--- src/rtl/decode_stage_pipe.sv ---
// RV32I/RV32E decode stage: {pc, inst} in, one registered decode bundle out to execute.
// Latency: one cycle from accept to out_valid; a load-use dependency costs one bubble cycle.
// Backpressure: in_ready drops on flush, on a full and stalled output register, or on a load-use hazard.
module decode_stage_pipe #(
   parameter int XLEN   = 32,
   parameter int REG_AW = 5,
   parameter int CNT_W  = 16
) (
   input  logic              clock,
   input  logic              reset_n,
   input  logic              flush,
   input  logic              in_valid,
   output logic              in_ready,
   input  logic [XLEN-1:0]   in_pc,
   input  logic [31:0]       in_inst,
   output logic              out_valid,
   input  logic              out_ready,
   output logic [XLEN-1:0]   out_pc,
   output logic [REG_AW-1:0] out_rd,
   output logic [REG_AW-1:0] out_rs1,
   output logic [REG_AW-1:0] out_rs2,
   output logic [2:0]        out_funct3,
   output logic [XLEN-1:0]   out_imm,
   output logic [3:0]        out_alu_sel,
   output logic              out_b_sel,
   output logic              out_a_sel,
   output logic              out_shamt_sel,
   output logic [1:0]        out_wb_sel,
   output logic              out_reg_we,
   output logic              out_mem_re,
   output logic              out_mem_we,
   output logic              out_is_branch,
   output logic              out_is_jump,
   output logic              out_illegal,
   output logic              out_bubble,
   output logic [CNT_W-1:0]  stall_count
);

   localparam logic [6:0] OPC_LUI    = 7'b0110111;
   localparam logic [6:0] OPC_AUIPC  = 7'b0010111;
   localparam logic [6:0] OPC_JAL    = 7'b1101111;
   localparam logic [6:0] OPC_JALR   = 7'b1100111;
   localparam logic [6:0] OPC_BRANCH = 7'b1100011;
   localparam logic [6:0] OPC_LOAD   = 7'b0000011;
   localparam logic [6:0] OPC_STORE  = 7'b0100011;
   localparam logic [6:0] OPC_OPIMM  = 7'b0010011;
   localparam logic [6:0] OPC_OP     = 7'b0110011;
   localparam logic [6:0] OPC_SYSTEM = 7'b1110011;

   // RV32E only has x0..x15, so bit 4 of any used register field makes the instruction illegal
   localparam bit RV32E = (REG_AW < 5);

   typedef enum logic [0:0] {ST_RUN, ST_BUBBLE} state_t;

   // raw instruction fields
   logic [6:0]      w_opc;
   logic [4:0]      w_rd_f, w_rs1_f, w_rs2_f;
   logic [2:0]      w_f3;
   logic            w_f7b5;

   // decoded controls
   logic            w_known, w_is_lui, w_writes_rd, w_uses_rs1, w_uses_rs2;
   logic            w_alt, w_a_sel, w_b_sel, w_shamt_sel;
   logic            w_mem_re, w_mem_we, w_branch, w_jump, w_load;
   logic [1:0]      w_wb_sel;
   logic [3:0]      w_alu_sel;
   logic [XLEN-1:0] w_imm;
   logic            w_reg_bad, w_illegal, w_reg_we;

   // handshake / hazard
   logic            w_out_free, w_hazard, w_accept, w_bubble_ld, w_in_ready;
   state_t          r_state, w_state_nxt;

   // tracker: rd of the load currently occupying the stage that feeds EX
   logic            r_trk_vld;
   logic [4:0]      r_trk_rd;

   // output register
   logic              r_out_valid;
   logic [XLEN-1:0]   r_out_pc;
   logic [REG_AW-1:0] r_out_rd, r_out_rs1, r_out_rs2;
   logic [2:0]        r_out_funct3;
   logic [XLEN-1:0]   r_out_imm;
   logic [3:0]        r_out_alu_sel;
   logic              r_out_b_sel, r_out_a_sel, r_out_shamt_sel;
   logic [1:0]        r_out_wb_sel;
   logic              r_out_reg_we, r_out_mem_re, r_out_mem_we;
   logic              r_out_is_branch, r_out_is_jump, r_out_illegal, r_out_bubble;
   logic [CNT_W-1:0]  r_stall_cnt;

   assign w_opc   = in_inst[6:0];
   assign w_rd_f  = in_inst[11:7];
   assign w_f3    = in_inst[14:12];
   assign w_rs1_f = in_inst[19:15];
   assign w_rs2_f = in_inst[24:20];
   assign w_f7b5  = in_inst[30];

   // opcode class decode: immediate format, operand selects and enables
   always_comb begin
      w_known     = 1'b0;
      w_is_lui    = 1'b0;
      w_writes_rd = 1'b0;
      w_uses_rs1  = 1'b0;
      w_uses_rs2  = 1'b0;
      w_alt       = 1'b0;
      w_a_sel     = 1'b0;
      w_b_sel     = 1'b0;
      w_shamt_sel = 1'b0;
      w_mem_re    = 1'b0;
      w_mem_we    = 1'b0;
      w_branch    = 1'b0;
      w_jump      = 1'b0;
      w_load      = 1'b0;
      w_wb_sel    = 2'd0;
      w_alu_sel   = 4'd0;
      w_imm       = '0;
      case (w_opc)
         OPC_LUI: begin
            w_known = 1'b1; w_is_lui = 1'b1; w_writes_rd = 1'b1;
            w_b_sel = 1'b1; w_wb_sel = 2'd1;
            w_imm   = {in_inst[31:12], 12'b0};
         end
         OPC_AUIPC: begin
            w_known = 1'b1; w_writes_rd = 1'b1;
            w_a_sel = 1'b1; w_b_sel = 1'b1; w_wb_sel = 2'd1;
            w_imm   = {in_inst[31:12], 12'b0};
         end
         OPC_JAL: begin
            w_known = 1'b1; w_writes_rd = 1'b1; w_jump = 1'b1;
            w_a_sel = 1'b1; w_b_sel = 1'b1; w_wb_sel = 2'd2;
            w_imm   = {{11{in_inst[31]}}, in_inst[31], in_inst[19:12], in_inst[20], in_inst[30:21], 1'b0};
         end
         OPC_JALR: begin
            w_known = 1'b1; w_writes_rd = 1'b1; w_jump = 1'b1; w_uses_rs1 = 1'b1;
            w_b_sel = 1'b1; w_wb_sel = 2'd2;
            w_imm   = {{20{in_inst[31]}}, in_inst[31:20]};
         end
         OPC_BRANCH: begin
            w_known = 1'b1; w_branch = 1'b1; w_uses_rs1 = 1'b1; w_uses_rs2 = 1'b1;
            w_a_sel = 1'b1; w_b_sel = 1'b1; w_wb_sel = 2'd1;
            w_imm   = {{19{in_inst[31]}}, in_inst[31], in_inst[7], in_inst[30:25], in_inst[11:8], 1'b0};
         end
         OPC_LOAD: begin
            w_known = 1'b1; w_writes_rd = 1'b1; w_mem_re = 1'b1; w_load = 1'b1; w_uses_rs1 = 1'b1;
            w_b_sel = 1'b1; w_wb_sel = 2'd0;
            w_imm   = {{20{in_inst[31]}}, in_inst[31:20]};
         end
         OPC_STORE: begin
            w_known = 1'b1; w_mem_we = 1'b1; w_uses_rs1 = 1'b1; w_uses_rs2 = 1'b1;
            w_b_sel = 1'b1; w_wb_sel = 2'd1;
            w_imm   = {{20{in_inst[31]}}, in_inst[31:25], in_inst[11:7]};
         end
         OPC_OPIMM: begin
            w_known = 1'b1; w_writes_rd = 1'b1; w_uses_rs1 = 1'b1;
            w_b_sel = 1'b1; w_wb_sel = 2'd1;
            w_shamt_sel = (w_f3 == 3'b001) || (w_f3 == 3'b101);
            w_alt       = (w_f3 == 3'b101) && w_f7b5;
            w_alu_sel   = {w_alt, w_f3};
            w_imm       = {{20{in_inst[31]}}, in_inst[31:20]};
         end
         OPC_OP: begin
            w_known = 1'b1; w_writes_rd = 1'b1; w_uses_rs1 = 1'b1; w_uses_rs2 = 1'b1;
            w_wb_sel  = 2'd1;
            w_alt     = w_f7b5 && ((w_f3 == 3'b000) || (w_f3 == 3'b101));
            w_alu_sel = {w_alt, w_f3};
         end
         OPC_SYSTEM: begin
            w_known = 1'b1; w_uses_rs1 = 1'b1; w_wb_sel = 2'd1;
            w_imm   = {{20{in_inst[31]}}, in_inst[31:20]};
         end
         default: ;
      endcase
   end

   assign w_reg_bad = RV32E && ((w_writes_rd && w_rd_f[4]) ||
                                (w_uses_rs1 && w_rs1_f[4]) ||
                                (w_uses_rs2 && w_rs2_f[4]));
   assign w_illegal = !w_known || w_reg_bad;
   assign w_reg_we  = w_writes_rd && (w_rd_f != 5'd0) && !w_illegal;

   assign w_out_free = !r_out_valid || out_ready;
   assign w_hazard   = in_valid && r_trk_vld && (r_trk_rd != 5'd0) &&
                       ((w_uses_rs1 && (w_rs1_f == r_trk_rd)) ||
                        (w_uses_rs2 && (w_rs2_f == r_trk_rd)));
   assign w_accept   = in_valid && w_in_ready;

   // bubble sequencing: hazard with a free output register loads a bubble, then RUN resumes
   always_comb begin
      w_state_nxt = r_state;
      w_in_ready  = 1'b0;
      w_bubble_ld = 1'b0;
      case (r_state)
         ST_RUN: begin
            w_in_ready = !flush && w_out_free && !w_hazard;
            if (!flush && w_out_free && w_hazard) begin
               w_bubble_ld = 1'b1;
               w_state_nxt = ST_BUBBLE;
            end
         end
         ST_BUBBLE: begin
            w_in_ready  = !flush && w_out_free && !w_hazard;
            w_state_nxt = ST_RUN;
         end
         default: w_state_nxt = ST_RUN;
      endcase
      if (flush) w_state_nxt = ST_RUN;
   end

   // FSM state register
   always_ff @(posedge clock or negedge reset_n) begin
      if (!reset_n) r_state <= ST_RUN;
      else          r_state <= w_state_nxt;
   end

   // output bundle, load tracker and stall counter; flush wins over accept and bubble
   always_ff @(posedge clock or negedge reset_n) begin
      if (!reset_n) begin
         r_out_valid     <= 1'b0;
         r_out_pc        <= '0;
         r_out_rd        <= '0;
         r_out_rs1       <= '0;
         r_out_rs2       <= '0;
         r_out_funct3    <= '0;
         r_out_imm       <= '0;
         r_out_alu_sel   <= '0;
         r_out_b_sel     <= 1'b0;
         r_out_a_sel     <= 1'b0;
         r_out_shamt_sel <= 1'b0;
         r_out_wb_sel    <= '0;
         r_out_reg_we    <= 1'b0;
         r_out_mem_re    <= 1'b0;
         r_out_mem_we    <= 1'b0;
         r_out_is_branch <= 1'b0;
         r_out_is_jump   <= 1'b0;
         r_out_illegal   <= 1'b0;
         r_out_bubble    <= 1'b0;
         r_trk_vld       <= 1'b0;
         r_trk_rd        <= '0;
         r_stall_cnt     <= '0;
      end else if (flush) begin
         r_out_valid <= 1'b0;
         r_trk_vld   <= 1'b0;
      end else if (w_accept) begin
         r_out_valid     <= 1'b1;
         r_out_pc        <= in_pc;
         r_out_rd        <= w_rd_f[REG_AW-1:0];
         r_out_rs1       <= w_is_lui ? '0 : w_rs1_f[REG_AW-1:0];
         r_out_rs2       <= w_rs2_f[REG_AW-1:0];
         r_out_funct3    <= w_f3;
         r_out_imm       <= w_imm;
         r_out_alu_sel   <= w_alu_sel;
         r_out_b_sel     <= w_b_sel;
         r_out_a_sel     <= w_a_sel;
         r_out_shamt_sel <= w_shamt_sel;
         r_out_wb_sel    <= w_wb_sel;
         r_out_reg_we    <= w_reg_we;
         r_out_mem_re    <= w_mem_re && !w_illegal;
         r_out_mem_we    <= w_mem_we && !w_illegal;
         r_out_is_branch <= w_branch && !w_illegal;
         r_out_is_jump   <= w_jump && !w_illegal;
         r_out_illegal   <= w_illegal;
         r_out_bubble    <= 1'b0;
         r_trk_vld       <= w_load && !w_illegal;
         r_trk_rd        <= w_rd_f;
      end else if (w_bubble_ld) begin
         r_out_valid     <= 1'b1;
         r_out_pc        <= '0;
         r_out_rd        <= '0;
         r_out_rs1       <= '0;
         r_out_rs2       <= '0;
         r_out_funct3    <= '0;
         r_out_imm       <= '0;
         r_out_alu_sel   <= '0;
         r_out_b_sel     <= 1'b0;
         r_out_a_sel     <= 1'b0;
         r_out_shamt_sel <= 1'b0;
         r_out_wb_sel    <= '0;
         r_out_reg_we    <= 1'b0;
         r_out_mem_re    <= 1'b0;
         r_out_mem_we    <= 1'b0;
         r_out_is_branch <= 1'b0;
         r_out_is_jump   <= 1'b0;
         r_out_illegal   <= 1'b0;
         r_out_bubble    <= 1'b1;
         r_trk_vld       <= 1'b0;
         if (r_stall_cnt != {CNT_W{1'b1}}) r_stall_cnt <= r_stall_cnt + 1'b1;
      end else if (r_out_valid && out_ready) begin
         r_out_valid <= 1'b0;
      end
   end

   assign in_ready      = w_in_ready;
   assign out_valid     = r_out_valid;
   assign out_pc        = r_out_pc;
   assign out_rd        = r_out_rd;
   assign out_rs1       = r_out_rs1;
   assign out_rs2       = r_out_rs2;
   assign out_funct3    = r_out_funct3;
   assign out_imm       = r_out_imm;
   assign out_alu_sel   = r_out_alu_sel;
   assign out_b_sel     = r_out_b_sel;
   assign out_a_sel     = r_out_a_sel;
   assign out_shamt_sel = r_out_shamt_sel;
   assign out_wb_sel    = r_out_wb_sel;
   assign out_reg_we    = r_out_reg_we;
   assign out_mem_re    = r_out_mem_re;
   assign out_mem_we    = r_out_mem_we;
   assign out_is_branch = r_out_is_branch;
   assign out_is_jump   = r_out_is_jump;
   assign out_illegal   = r_out_illegal;
   assign out_bubble    = r_out_bubble;
   assign stall_count   = r_stall_cnt;

endmodule

--- config.mk ---
export PLATFORM = sky130hd
export DESIGN_NAME = decode_stage_pipe
export DESIGN_NICKNAME = d
export VERILOG_FILES = /design/src/rtl/decode_stage_pipe.sv
export SDC_FILE = /design/constraint.sdc
export NUM_CORES = 1
export LEC_CHECK = 0
export CORE_MARGIN = 3
export CORE_UTILIZATION = 50
export CTS_BUF_LIST = sky130_fd_sc_hd__clkbuf_16
export DETAILED_ROUTE_END_ITERATION = 10
export GPL_ROUTABILITY_DRIVEN = 0
export PLACE_DENSITY_LB_ADDON = 0.1
export SYNTH_ARGS = -nofsm -noshare
export SYNTH_HDL_FRONTEND = slang
export SYNTH_SLANG_ARGS = --single-unit
--- constraint.sdc ---
create_clock -name clock -period 6.47 [get_ports clock]
set_input_delay 1.941 -clock clock [delete_from_list [all_inputs] [get_ports clock]]
set_output_delay 1.941 -clock clock [all_outputs]
set_load 0.02 [all_outputs]
## Word level (Yosys, flattened, before mapping)

Index checks and enable logic that the tools add are counted.

- Bits in registers: 122
- Input bits: 69

- Add/sub/neg operators: 1
- Equal/unequal tests: 15
- Mux-type cells: 50
- Bitwise logic cells: 3
- Reductions and logical operators: 45

Operators with widths:

| kind | number |
|---|---|
| one-hot mux 32 bit (5 select lines) | 1 |
| 2-to-1 mux 32 bit | 3 |
| 2-to-1 mux 1 bit | 32 |
| == test 7 bit (second input constant) | 4 |
| 2-to-1 mux 5 bit | 5 |
| == test 7 x 6 -> 1 bit (second input constant) | 3 |
| OR reduction 7 bit | 3 |
| logical AND 1 bit | 18 |
| adder 16 x 1 -> 16 bit (second input constant) | 1 |
| inequality test 16 bit (second input constant) | 1 |
| == test 7 x 5 -> 1 bit (second input constant) | 2 |
| == test 5 bit | 2 |
| nonzero test 5 bit | 2 |
| OR reduction 10 bit | 1 |
| 2-to-1 mux 4 bit | 2 |
| one-hot mux 4 bit (2 select lines) | 1 |
| OR reduction 8 bit | 1 |
| == test 7 x 2 -> 1 bit (second input constant) | 1 |
| 2-to-1 mux 3 bit | 2 |
| OR reduction 3 bit | 2 |
| zero test 1 bit | 4 |
| logical OR 1 bit | 4 |
| 2-to-1 mux 2 bit | 2 |
| one-hot mux 2 bit (2 select lines) | 1 |
| 12 further kinds | 16 |

## Depth between registers and ports, before layout

Gate-level depths: netlist of the first run.

- Word-level depth: 12
- Depth in mapped cells: 10

## Worst setup path after synthesis of the first run

No wires, ideal clock.

- Path kind: input to output
- Start point: input in_inst[3]
- End point: output in_ready
- Arrival time: 2.983 ns
- Setup slack: 1.546 ns
- Stages on the path: 6
- Path through: buf_6 -> and4bb_2 -> nand4_1 -> o2bb2a_4 -> nor2_1 -> a21oi_1

- Longest elaborated chain between the ends: 8
- Elaborated cells on any way between the ends: 17

Ends and longest elaborated chain:

| what | line | text |
|---|---|---|
| from (decl) | 15 | `input logic [31:0] in_inst,` |
| == test 7 bit, or another cell as far along | 117 | `case (w_opc)` |
| OR reduction 7 bit (no line) / OR reduction 3 bit (equally long branches) | - |  |
| 2-to-1 mux 1 bit | 117 |  |
| logical AND 1 bit, on equally long branches | 183, 184 |  |
| logical OR 1 bit * | 183 | `((w_uses_rs1 && (w_rs1_f == r_trk_rd)) \|\|` |
| logical AND 1 bit * | 182 | `assign w_hazard = in_valid && r_trk_vld && (r_trk_rd != 5'd0) &&` |
| zero test 1 bit * | 194, 201 |  |
| logical AND 1 bit * | 194, 201 |  |
| to (decl) | 13 | `output logic in_ready,` |

Mark *: on every way between the ends. The rest lies on a longest branch, timed or not.

## Worst setup path in the final report of the first run

Ends and elaborated chain as after synthesis.

==> parameters.txt, run 1 <==
Parameter                              Value

Detailed routing
  Routed vias ... around 5200
  WL per Instance ... roughly 18 um
  Total wirelength of the detailed-routed design ... ~17 mm
  Iteration-0 DRC count of the detailed router ... about 400
  Number of vias per cell ... roughly 5.7
  Antenna viol nets, final ... 0
  Number of search-and-repair iterations in the first detailed-routing pass ... 5
  DRC Markers ... 0

Worst setup path
  CP Data Arrival Time ... roughly 4 ns
  Data required time of the critical path ... roughly 4.5 ns
  Category of the most critical setup path ... input port to output port
  CP Max Fanout ... 9
  Kind of capture point of the worst setup path ... output port
  R2R Path Start ... r_trk_rd[0]
  Kind of start point of the critical path ... input port
  Source of the critical timing path ... in_inst[3]

Layout
  N_diodes ... 0
  Area growth from synthesis to layout ... 44.4%
  Fraction of layout instances using a drive strength above 1 ... 0.0685
  Post-route insts no fill ... 910
  # nets final ... 831

Floorplanning
  Core Rows ... 37
  Die area ... roughly 12000 um2
  Top-Level Pins ... roughly 190
  Std-Cell Core Area ... approximately 11000 um2
  Effective utilization at floorplan ... 0.527
  Width of the die ... 112 um
  Die span in y ... between 100 and 150 um

Place
  HPWL after DPL ... around 12 mm
  Placed Instances ... 878
  Number of buffers inserted by port buffering ... roughly 180

Yosys
  Sequential area share after synthesis ... 0.547
  Distinct cell type count of the synthesized netlist ... slightly below 50
  Top FF cell, synth ... sky130_fd_sc_hd__dfrtp_1
  Mapped Avg Cell Area ... ~9.5 um2
  Share of synthesized registers carrying an async set or reset ... 1.00
  Top post-synthesis cells by count ... 129 x sky130_fd_sc_hd__nand2_1, 122 x sky130_fd_sc_hd__dfrtp_1, 86 x sky130_fd_sc_hd__nand3_1, 31 x sky130_fd_sc_hd__clkbuf_1
  Yosys reg bits ... ~120
  Most frequent cell after synthesis ... sky130_fd_sc_hd__nand2_1
  Number of enable flip-flop cells after synthesis ... 0
  Post-synthesis cell count ... 590
  Yosys top cell area share ... 0.547
  Biggest area contributors in the synthesized netlist ... sky130_fd_sc_hd__dfrtp_1 55%, sky130_fd_sc_hd__nand2_1 8.7%, sky130_fd_sc_hd__nand3_1 7.7%, sky130_fd_sc_hd__xor2_1 2.7%, sky130_fd_sc_hd__a21oi_1 2.6%
  Net count after synthesis ... 660
  Synthesized area ... ~5600 um2
  Most area-hungry cell type in the Yosys netlist ... sky130_fd_sc_hd__dfrtp_1
  Count of yosys warnings during synthesis ... 0

Power and ir drop
  Maximum VDD drop ... 0.165 mV
  Power density cells ... 266 nW/um2
  Leakage ... approximately 3.6 nW

CTS
  Number of buffers inserted during clock tree synthesis ... 17
  Number of clock sinks ... roughly 120
  Resized Gates After CTS ... 0
  CTS tree ... done
  Insertion delay of the later-clocked pin in the worst-skew pair ... between 0.4 and 0.5 ns
  H-tree level count ... 4
  Root buffer cell ... sky130_fd_sc_hd__clkbuf_16
  Clk pin slew, worst setup/hold paths ... roughly 0.050 ns
  Post-cts hold buffer count ... 0
  Clock tree buffer depth ... 2
  Post-CTS Setup Bufs ... 0

Min path
  Path type of the worst min-delay path ... register to register
  Hold_sp ... r_state

Run status
  Result of the run ... finished clean

STA
  FMAX ... 0.166 GHz
  Final number of hold-violating endpoints ... 0
  Clock skew ... about 0.014 ns
  Max-Slew Margin vs Limit ... 0.337
  Total Negative Setup Slacks ... 0 ns
  Share of the cycle needed by the critical path after routing ... 0.933
  Final-layout worst hold slack ... 0.464 ns
  Fin. max-slew vios ... 0
  Setup violation total in the final timing report ... 0
  Minimum clock period ... approximately 6 ns
  Worst Tran Pin Value ... approximately 0.99 ns
  Setup repair after global routing missed its margin ... false

Global routing
  Aggregate global routing overflow ... 0
  Vias in the first global route ... between 5000 and 6000
  Wire length of the first global-routing pass ... about 27 mm
  Antenna violations before repair ... 0
  Overall routing resource usage ... 0.271
  Maximum number of pins on one net before global-route repair ... 81

Flow run
  Number of max-capacitance violations reported ... 0
final timing paths:
| kind | endpoint | slack, ns | depth (start not counted) |
|---|---|---|---|
| setup / recovery | in_ready | 0.43 | 7 |
| min in group asynchronous | stall_count[15] | 1.68 | 1 |
| hold / removal | r_state | 0.46 | 1 |
| setup reg to reg | out_imm[22] | 3.26 | 7 |
| hold reg to reg | r_state | 0.46 | 1 |
| max in group asynchronous | out_rs2[0] | 3.66 | 2 |
registers in the layout (all words and copies together) (netlist names):
name / cells
out_imm: 32
out_pc: 32
stall_count: 16
out_rd: 5
out_rs1: 5
out_rs2: 5
r_trk_rd: 5
out_alu_sel: 4
out_funct3: 3
out_wb_sel: 2
out_a_sel: 1
out_b_sel: 1
out_bubble: 1
out_illegal: 1
out_is_branch: 1
out_is_jump: 1
out_mem_re: 1
out_mem_we: 1
out_reg_we: 1
out_shamt_sel: 1
out_valid: 1
r_state: 1
r_trk_vld: 1
per-layer routing:
layer	share of wire	vias up	GRT usage	routed length, um
met5	0	-	0	0
met4	0.016	0	0.0649	272
met3	0.082	24	0.0864	1360
met2	0.49	226	0.441	8090
met1	0.42	2519	0.355	6950
li1	-	2416	-	-
cell families after synthesis:
group	synth area share
AND/OR/NAND/NOR	0.251
XOR/XNOR	0.0392
adder cells (fa/ha/maj)	0.00224
flip-flops	0.547
multiplexers	0.00202
buffers and inverters	0.0341
AO/OA/AOI/OAI	0.125
cell usage in the layout, fill, tap and decap left out, types with 5 or more instances in the layout:
cell type	n
sky130_fd_sc_hd__nor2b_1	5
sky130_fd_sc_hd__clkbuf_16	17
sky130_fd_sc_hd__a21oi_1	29
sky130_fd_sc_hd__nand2_1	129
sky130_fd_sc_hd__dfrtp_1	122
sky130_fd_sc_hd__nor3_1	9
sky130_fd_sc_hd__a22o_1	11
sky130_fd_sc_hd__buf_4	11
sky130_fd_sc_hd__a22oi_1	5
sky130_fd_sc_hd__nand4_1	5
sky130_fd_sc_hd__nor4_1	6
sky130_fd_sc_hd__o2bb2ai_1	13
sky130_fd_sc_hd__inv_1	5
sky130_fd_sc_hd__xor2_1	17
sky130_fd_sc_hd__clkdlybuf4s50_1	183
sky130_fd_sc_hd__o21ai_0	29
sky130_fd_sc_hd__nor2_1	20
sky130_fd_sc_hd__xnor2_1	8
sky130_fd_sc_hd__nand2b_1	5
sky130_fd_sc_hd__nand3_1	86
sky130_fd_sc_hd__clkinv_4	5
stage by stage:
| stage | power [mW] | setup WS, ns | utilization | area [um2] |
|---|---|---|---|---|
| final | 2.14 | 0.432 | 0.760 | 8060 |
| after floorplan | 1.05 | 1.55 | - | 5580 |
| after global routing | 2.23 | 0.308 | 0.760 | 8060 |
| after CTS | 2.16 | 0.428 | 0.760 | 8060 |
| after detailed placement | 1.27 | 0.439 | 0.708 | 7500 |
| after global placement | 1.27 | 0.472 | 0.708 | 7500 |
report_power, final:
| group | switching [mW] | internal, mW | total [mW] |
|---|---|---|---|
| sequential | 0.0402 | 0.826 | 0.866 |
| combinational | 0.213 | 0.184 | 0.397 |
| clock | 0.352 | 0.527 | 0.879 |
| total | 0.605 | 1.54 | 2.14 |
area by class of cell:
class	instances	area [um2]
clock inverters	15	130
flip-flops and latches	122	3050
fillers	796	2540
repair buffers	194	1910
multi-input cells	422	2350
clock buffers	17	425
well taps	136	170
inverters	4	15.0
critical path: stages:
cell and delay [ns]:
sky130_fd_sc_hd__clkdlybuf4s50_1 0.55, sky130_fd_sc_hd__and4bb_2 0.44, sky130_fd_sc_hd__nand4_1 0.13, sky130_fd_sc_hd__o2bb2a_4 0.26, sky130_fd_sc_hd__nor2_1 0.14, sky130_fd_sc_hd__a21oi_1 0.09, sky130_fd_sc_hd__clkdlybuf4s50_1 0.54
Power figures use the tool's default switching activity.
==> run 2: changes to the inputs <==
--- a/config.mk
+++ b/config.mk
@@ -11,6 +11,7 @@
 export DETAILED_ROUTE_END_ITERATION = 10
 export GPL_ROUTABILITY_DRIVEN = 0
 export PLACE_DENSITY_LB_ADDON = 0.1
+export SLEW_MARGIN = 25
 export SYNTH_ARGS = -nofsm -noshare
 export SYNTH_HDL_FRONTEND = slang
 export SYNTH_SLANG_ARGS = --single-unit
==> run 2 against run 1 <==
Via count hardly changed. Clock-buffer cell count stayed put. Flip-flop and latch count unchanged. Worst setup slack got worse by 0.0047 ns. Global-route usage unchanged. Sequential share of layout area barely moved. Fmax barely moved. Highest routed layer unchanged.
==> parameters.txt, run 2 (synthesis results as in run 1) <==
Parameter                              Value

Run status
  Result of the run ... finished clean

Worst setup path
  Data required time of the critical path ... ~4.5 ns
  CP Max Fanout ... 9
  CP Data Arrival Time ... slightly above 4 ns
  Category of the most critical setup path ... input port to output port
  Kind of start point of the critical path ... input port
  List of cells traversed by the critical path ... clkdlybuf4s50_1 > and4bb_2 > nand4_1 > o2bb2a_4 > nor2_1 > a21oi_1 > clkdlybuf4s50_1
  Most frequent cell on the critical path ... sky130_fd_sc_hd__clkdlybuf4s50_1
  Worst path slowest cell ... sky130_fd_sc_hd__clkdlybuf4s50_1
  Kind of capture point of the worst setup path ... output port
  Critical Path Max Stage Delay ... ~0.56 ns

STA
  Final-layout worst hold slack ... 0.464 ns
  Clock skew ... around 0.014 ns
  Max-Slew Margin vs Limit ... 0.429
  Setup repair after global routing missed its margin ... false
  Fin. max-slew vios ... 0
  Setup violation total in the final timing report ... 0
  Share of the cycle needed by the critical path after routing ... 0.934
  FMAX ... around 0.17 GHz
  Minimum clock period ... just over 6 ns
  Total Negative Setup Slacks ... 0 ns
  Final number of hold-violating endpoints ... 0
  Worst Tran Pin Value ... approximately 0.86 ns

Detailed routing
  Antenna viol nets, final ... 0
  Number of vias per cell ... around 5.7
  Total wirelength of the detailed-routed design ... approximately 17 mm
  WL per Instance ... 18.3 um
  Routed vias ... around 5200
  Number of search-and-repair iterations in the first detailed-routing pass ... 5
  Iteration-0 DRC count of the detailed router ... 398
  DRC Markers ... 0

Floorplanning
  Die area ... 12500 um2
  Width of the die ... about 110 um
  Top-Level Pins ... roughly 190
  Std-Cell Core Area ... between 10000 and 15000 um2
  Core Rows ... 37
  Die span in y ... around 110 um
  Effective utilization at floorplan ... 0.527

Layout
  Area growth from synthesis to layout ... 44.4%
  Fill cell total of the finished layout ... 794
  Finished Core Util ... 0.761
  # nets final ... a little over 800
  Most frequent cells in the layout ... 183 x sky130_fd_sc_hd__clkdlybuf4s50_1, 129 x sky130_fd_sc_hd__nand2_1, 122 x sky130_fd_sc_hd__dfrtp_1
  N_diodes ... 0
  Fraction of layout instances using a drive strength above 1 ... 0.0685
  Post-route insts no fill ... around 900
  Most common cell after layout, fill and taps aside ... sky130_fd_sc_hd__clkdlybuf4s50_1

Global routing
  Antenna violations before repair ... 0
  Vias in the first global route ... 5158
  Overall routing resource usage ... 0.271
  Aggregate global routing overflow ... 0
  Maximum number of pins on one net before global-route repair ... 81
  Wire length of the first global-routing pass ... about 27 mm

Place
  Number of buffers inserted by port buffering ... roughly 180
  HPWL after DPL ... 11.6 mm
  Placed Instances ... approximately 880

Power and ir drop
  Int Power ... around 1.5 mW
  Leakage ... between 3 and 4 nW
  Power density cells ... 266 nW/um2
  Switching part of the total power ... 0.283
  Total power ... roughly 2.1 mW
  Switching Power ... 0.606 mW
  Portion of total power attributed to sequential cells ... 0.404
  Maximum VDD drop ... around 0.17 mV
  Combinational cell fraction of total power ... 0.185
  Proportion of power drawn by the clock network ... 0.411

CTS
  Post-CTS Setup Bufs ... 0
  Number of clock sinks ... between 100 and 150
  Post-cts hold buffer count ... 0
  Resized Gates After CTS ... 0
  H-tree level count ... 4
  Root buffer cell ... sky130_fd_sc_hd__clkbuf_16
  CTS tree ... done
  Insertion delay of the later-clocked pin in the worst-skew pair ... 0.41 ns
  Clk pin slew, worst setup/hold paths ... 0.05 ns
  Clock tree buffer depth ... 2
  Number of buffers inserted during clock tree synthesis ... 17

Min path
  Path type of the worst min-delay path ... register to register

Flow run
  Number of max-capacitance violations reported ... 0
-- run 2: cell count changes in the layout (fill, tap and decap cells not counted) --
cell | before | now
sky130_fd_sc_hd__buf_4 | 11 | 10
sky130_fd_sc_hd__buf_6 | 0 | 1
-- run 2: metrics by stage --
stage                     setup slack, ns  area [um2]
after detailed placement            0.439        7500
after CTS                           0.428        8060
after global routing                0.308        8060
after global placement              0.472        7500
after floorplan                      1.55        5580
final                               0.428        8060
-- run 2: per-layer routing --
metal,GRT usage,share of wire,up-vias,wire length (um)
met5,0,0,-,0
met1,0.355,0.42,2530,6960
met4,0.0649,0.015,0,254
met2,0.441,0.48,222,8060
li1,-,-,2413,-
met3,0.0864,0.083,22,1380
-- run 2: path summary, 6_finish.rpt --
check	startpoint	endpoint	slack [ns]	depth (start not counted)
worst max-delay path	in_inst[3]	in_ready	0.43	7
worst min-delay path	r_state	r_state	0.46	1
worst max register to register	r_trk_rd[0]	out_imm[22]	3.27	7
worst min register to register	r_state	r_state	0.46	1
max in group asynchronous	reset_n	out_rs2[0]	3.89	2
min in group asynchronous	reset_n	stall_count[15]	1.55	1
-- run 2: worst max-delay path, delay by kind of cell --
family | cells | cell delay (ns)
AND/OR/NAND/NOR | 3 | 0.71
AO/OA/AOI/OAI | 2 | 0.35
buffers and inverters | 2 | 1.10
-- run 2: area by class of cell --
type | count | area [um2] | share of cell area
timing repair buffer | 194 | 1920 | 0.238
inverter | 4 | 15.0 | 0.00186
clock buffer | 17 | 425 | 0.0528
multi-input combinational | 422 | 2350 | 0.292
sequential | 122 | 3050 | 0.379
tap | 136 | 170 | 0.0211
clock inverter | 15 | 130 | 0.0161
-- run 2: power groups by stage --
| stage | sequential (mW) | clock [mW] | combinational [mW] |
|---|---|---|---|
| detailed placement | 0.878 | 0 | 0.397 |
| global placement | 0.874 | 0 | 0.391 |
| global route | 0.874 | 0.927 | 0.427 |
| finish | 0.866 | 0.880 | 0.397 |
| floorplan | 0.946 | 0 | 0.107 |
| CTS | 0.866 | 0.892 | 0.400 |
